==> src/rtl/matrix_mul_seq.sv <==
// Sequencer for a 4x4 single-precision matrix product C = A x B.
// It feeds an external dot-product unit one row/column pair per cycle and collects the results into C.
module matrix_mul_seq #(
  parameter int DOT_LAT = 0
) (
  input  logic         clk,
  input  logic         rst,
  input  logic         in_valid,
  output logic         in_ready,
  input  logic [511:0] mat_a,
  input  logic [511:0] mat_b,
  output logic [127:0] dot_a,
  output logic [127:0] dot_b,
  output logic         dot_issue,
  input  logic [31:0]  dot_result,
  output logic         out_valid,
  input  logic         out_ready,
  output logic [511:0] mat_c,
  output logic         busy
);

  // state | meaning
  // IDLE  | waiting for a job, in_ready high
  // RUN   | issuing pairs and collecting results
  // DONE  | mat_c complete, waiting for out_ready
  typedef enum logic [1:0] {IDLE, RUN, DONE} state_t;

  state_t         state, state_nxt;
  logic [511:0]   a_q, b_q;
  logic [3:0]     idx;
  logic           issue_end;
  logic           wb_live;
  logic [3:0]     wb_idx;
  logic [1:0]     row, col;

  assign row = idx[3:2];
  assign col = idx[1:0];

  always_ff @(posedge clk) begin
    if (rst) state <= IDLE;
    else     state <= state_nxt;
  end

  always_comb begin
    state_nxt = state;
    case (state)
      IDLE:    if (in_valid) state_nxt = RUN;
      RUN:     if (wb_live && wb_idx == 4'd15) state_nxt = DONE;
      DONE:    if (out_ready) state_nxt = IDLE;
      default: state_nxt = IDLE;
    endcase
  end

  always_comb begin
    in_ready  = (state == IDLE);
    busy      = (state != IDLE);
    out_valid = (state == DONE);
    dot_issue = (state == RUN) && !issue_end;
  end

  // idx stops at 15; issue_end marks that the last pair has gone out.
  always_ff @(posedge clk) begin
    if (rst) begin
      idx       <= 4'd0;
      issue_end <= 1'b0;
    end else if (state == IDLE && in_valid) begin
      a_q       <= mat_a;
      b_q       <= mat_b;
      idx       <= 4'd0;
      issue_end <= 1'b0;
    end else if (dot_issue) begin
      if (idx == 4'd15) issue_end <= 1'b1;
      else              idx       <= idx + 4'd1;
    end
  end

  always_comb begin
    dot_a = a_q[{row, 7'b0} +: 128];
    dot_b = '0;
    for (int k = 0; k < 4; k++)
      dot_b[32*k +: 32] = b_q[128*k + 32*int'(col) +: 32];
  end

  generate
    if (DOT_LAT == 0) begin : g_comb
      assign wb_live = dot_issue;
      assign wb_idx  = idx;
    end else begin : g_pipe
      logic [DOT_LAT-1:0] live_q;
      logic [3:0]         idx_q [DOT_LAT];

      always_ff @(posedge clk) begin
        if (rst) begin
          live_q <= '0;
        end else begin
          live_q[0] <= dot_issue;
          for (int i = 1; i < DOT_LAT; i++) live_q[i] <= live_q[i-1];
        end
      end

      always_ff @(posedge clk) begin
        idx_q[0] <= idx;
        for (int i = 1; i < DOT_LAT; i++) idx_q[i] <= idx_q[i-1];
      end

      assign wb_live = live_q[DOT_LAT-1];
      assign wb_idx  = idx_q[DOT_LAT-1];
    end
  endgenerate

  // dot_result is only looked at when a tracked issue lands, so garbage elsewhere is harmless.
  always_ff @(posedge clk) begin
    if (rst)          mat_c <= '0;
    else if (wb_live) mat_c[{wb_idx, 5'b0} +: 32] <= dot_result;
  end

endmodule

==> config.mk <==
export PLATFORM = sky130hd
export DESIGN_NAME = matrix_mul_seq
export DESIGN_NICKNAME = d
export VERILOG_FILES = /design/src/rtl/matrix_mul_seq.sv
export SDC_FILE = /design/constraint.sdc
export NUM_CORES = 2
export LEC_CHECK = 0
export ABC_AREA = 1
export CAP_MARGIN = 15
export CORE_AREA = 2 2 722 724
export CTS_CLUSTER_SIZE = 10
export DETAILED_ROUTE_END_ITERATION = 8
export DIE_AREA = 0 0 724 726
export PLACE_DENSITY = 0.35
export SYNTH_ARGS = -nofsm -noshare
export SYNTH_HDL_FRONTEND = slang
export SYNTH_SLANG_ARGS = --single-unit
==> constraint.sdc <==
create_clock -name clk -period 111.1 [get_ports clk]
set_input_delay 16.665 -clock clk [delete_from_list [all_inputs] [get_ports clk]]
set_output_delay 16.665 -clock clk [all_outputs]
set_load 0.005 [all_outputs]
==> flow_metrics.py <==
metrics = {
    "clock_tree": {
        "cts_buffers": 211,
        "clk_pin_slew_ps": 50,
        "ctsHoldBuffers": 0,
        "cts-resized-gates": 0,
        "cts_setup_buffers": 0,
        "htreeDepth": 4,
        "clock_path_buffers": 4,
        "cts_tree": "done",
        "clk_latency_ps": 900,
        "root_buffer": "clkbuf_16",
        "numClockSinks": 1543,
    },
    "global_route": {
        "overflow": 0,
        "grt_util_met2_pct": 25.7,
        "grt_max_degree": 166,
        "grtUsageMet3_pct": 4.72,
        "use_met1_pct": 18.5,
        "busiest_layer": "met2",
        "track_usage_pct": 15.2,
        "grt_pass1_wl_um": 529000,
        "antenna_found_initial": 240,
        "grt_pass1_vias": 49300,
    },
    "synthesis": {
        "synth_top_area_share_pct": 52.2,
        "netlist_area_sq_um": 58900,
        "postSynthCellCount": 5696,
        "ys_seq_elements": 1543,
        "synth.most_common_cell": "nor2_1",
        "synthArstFlopShare_pct": 0,
        "synth_nets": 6761,
        "ys.flop_type": "edfxtp_1",
        "synth_largest_area_cell": "edfxtp_1",
        "seq_area_frac_synth_pct": 69.8,
        "yosys_warnings": 0,
        "synthTopCellsByCount": "nor2_1, edfxtp_1, nand2_1",
        "yosys.cell_types.count": 26,
        "avgSynthCellArea_sq_um": 10.3,
        "synth_edf_count": 1024,
        "yosys-top-cells-area": "edfxtp_1, dfxtp_1, nor2_1",
    },
    "timing": {
        "clock_skew_ps": 91.4,
        "hold_ws_ps": 459,
        "fin_crit_sh_pct": 20.1,
        "rsz0062_at_grt": "no",
        "slew_headroom_pct": 10.6,
        "max_freq_mhz": 44.8,
        "tightest_slew_ps": 1340,
        "finalSetupTns_ps": 0,
        "hold_viol_final": 0,
        "slew_viol_final": 0,
        "min_period_ps": 22300,
        "setup_viol": 0,
    },
    "finish": {
        "area_delta_synth_final_pct": 56.6,
        "final_nets": 8547,
        "seq_area_sq_um": 41200,
        "finalNonFillerCells": 14600,
        "drive_above_1_share_pct": 5.87,
        "fillers": 57800,
        "multi_input_area_sq_um": 15100,
    },
    "die": {
        "core-area_sq_um": 519000,
        "io_pins": 1832,
        "start_util_pct": 11.4,
        "die_w_um": 724,
        "fp-row-count": 265,
        "die_h_um": 726,
        "dieArea_sq_um": 526000,
    },
    "placed_design": {
        "dpl.cell_count": 14200,
        "dp_hpwl_um": 329000,
        "gp_congestion": 0.903,
        "io_buffers": 1831,
    },
    "hold_path": {
        "hp-class": "reg -> reg",
    },
    "detailed_routing": {
        "drtIter0Drc": 4324,
        "drc": 0,
        "vias": 50500,
        "wirelength_um": 418000,
        "first_pass_iters": 7,
        "viasPerCell": 3.45,
        "ant_nets": 0,
        "wl_per_cell_um": 28.6,
    },
    "power_and_ir_drop": {
        "p_leak_nw": 32.2,
        "ir_worst_vdd_mv": 0.0131,
        "finalPower_mw": 1.44,
        "powerDensity_nw_per_um2": 15.7,
    },
    "setup_path": {
        "criticalPathCategory": "reg -> out",
        "critPathArrivalTime_ps": 5640,
        "critPathLaunchType": "flip-flop",
        "crit_required_ps": 94440,
        "crit_path_max_fanout": 64,
        "crit_path_end_kind": "output pin",
    },
    "run": {
        "drv_cap": 0,
    },
    "run_status": {
        "status": "complete, no violations",
    },
}
==> report_power, final <==
part | switching (mW) | internal [mW]
sequential | 0.0100 | 0.634
clock | 0.289 | 0.382
combinational | 0.0714 | 0.0574
total | 0.371 | 1.07
==> cell type report <==
| type | count | share of cell area, % |
|---|---|---|
| Sequential cell | 1543 | 44.6 |
| Clock buffer | 291 | 6.26 |
| Multi-Input combinational cell | 3427 | 16.4 |
| Clock inverter | 68 | 0.788 |
| Timing Repair Buffer | 1949 | 20.9 |
| Inverter | 350 | 1.46 |
| Tap cell | 6942 | 9.42 |
| Antenna cell | 66 | 0.179 |
==> worst max-delay path: stages (launching register included) <==
cell and delay, ps:
dfxtp_4 470, inv_8 260, buf_4 540, buf_4 660, buf_4 560, buf_4 630, o21ai_0 160, o22ai_1 550
clkdlybuf4s50_1 670
==> flip-flops by register name, indices dropped and copies added (netlist names) <==
signal and count:
a_q 512, b_q 512, idx 4, issue_end 1, mat_c 512, state 2
==> cells by family after synthesis <==
| family | count (synthesis) | synth area share (%) |
|---|---|---|
| and+or+nand+nor | 2448 | 16.4 |
| DFF | 1543 | 69.8 |
| AOI/OAI and AO/OA | 973 | 8.81 |
| buffers and inverters | 726 | 4.85 |
| adders and majority gates | 5 | 0.106 |
| xor gates and xnor gates | 1 | 0.0149 |
==> path summary, 6_finish.rpt <==
check                                             start                      end  slack (ps)  cells after the start
worst max-delay path                idx[0]$_SDFFE_PP0P_                dot_b[56]       88800                      8
worst min register to register  mat_c[224]$_SDFFE_PP0P_  mat_c[224]$_SDFFE_PP0P_         460                      2
worst max register to register    state[0]$_SDFFE_PP0P_       b_q[135]$_DFFE_PP_      106190                      6
worst min-delay path            mat_c[224]$_SDFFE_PP0P_  mat_c[224]$_SDFFE_PP0P_         460                      2
==> per-stage QoR <==
step	cell area [sq um]	setup slack, ps	util (%)
final	92200	88800	17.8
after global routing	92100	88490	17.8
after CTS	92100	88540	17.8
after detailed placement	85600	89620	16.5
after global placement	85600	89690	16.5
after floorplan	58900	49220	-
==> cell usage in the layout (no fill, tap or decap), types with 5 or more instances in the layout <==
cell / Yosys / routed
bufinv_16: 0 / 9
clkinv_2: 0 / 18
edfxtp_1: 1024 / 1024
clkbuf_8: 0 / 12
dfxtp_1: 519 / 515
nor2_1: 1272 / 1265
clkbuf_16: 0 / 215
nand4_1: 15 / 15
inv_6: 0 / 6
nor2_4: 3 / 8
clkinv_1: 2 / 23
o21ai_0: 529 / 529
nand3_1: 197 / 192
nand3_2: 2 / 5
nor3_2: 1 / 13
clkdlybuf4s50_1: 0 / 1830
buf_4: 10 / 112
inv_1: 343 / 341
a21oi_1: 188 / 188
buf_12: 0 / 5
diode_2: 0 / 66
clkbuf_1: 260 / 65
nand2_1: 859 / 856
nor3_1: 90 / 77
o22ai_1: 256 / 256
nor2_2: 6 / 8
==> routing by layer <==
| layer | routed length [um] | share of wire [%] |
|---|---|---|
| met1 | 170000 | 41 |
| met2 | 200000 | 48 |
| met3 | 34400 | 8.2 |
| met5 | 570 | 0.14 |
| met4 | 13100 | 3.1 |
(Power assumes the default switching activity.)
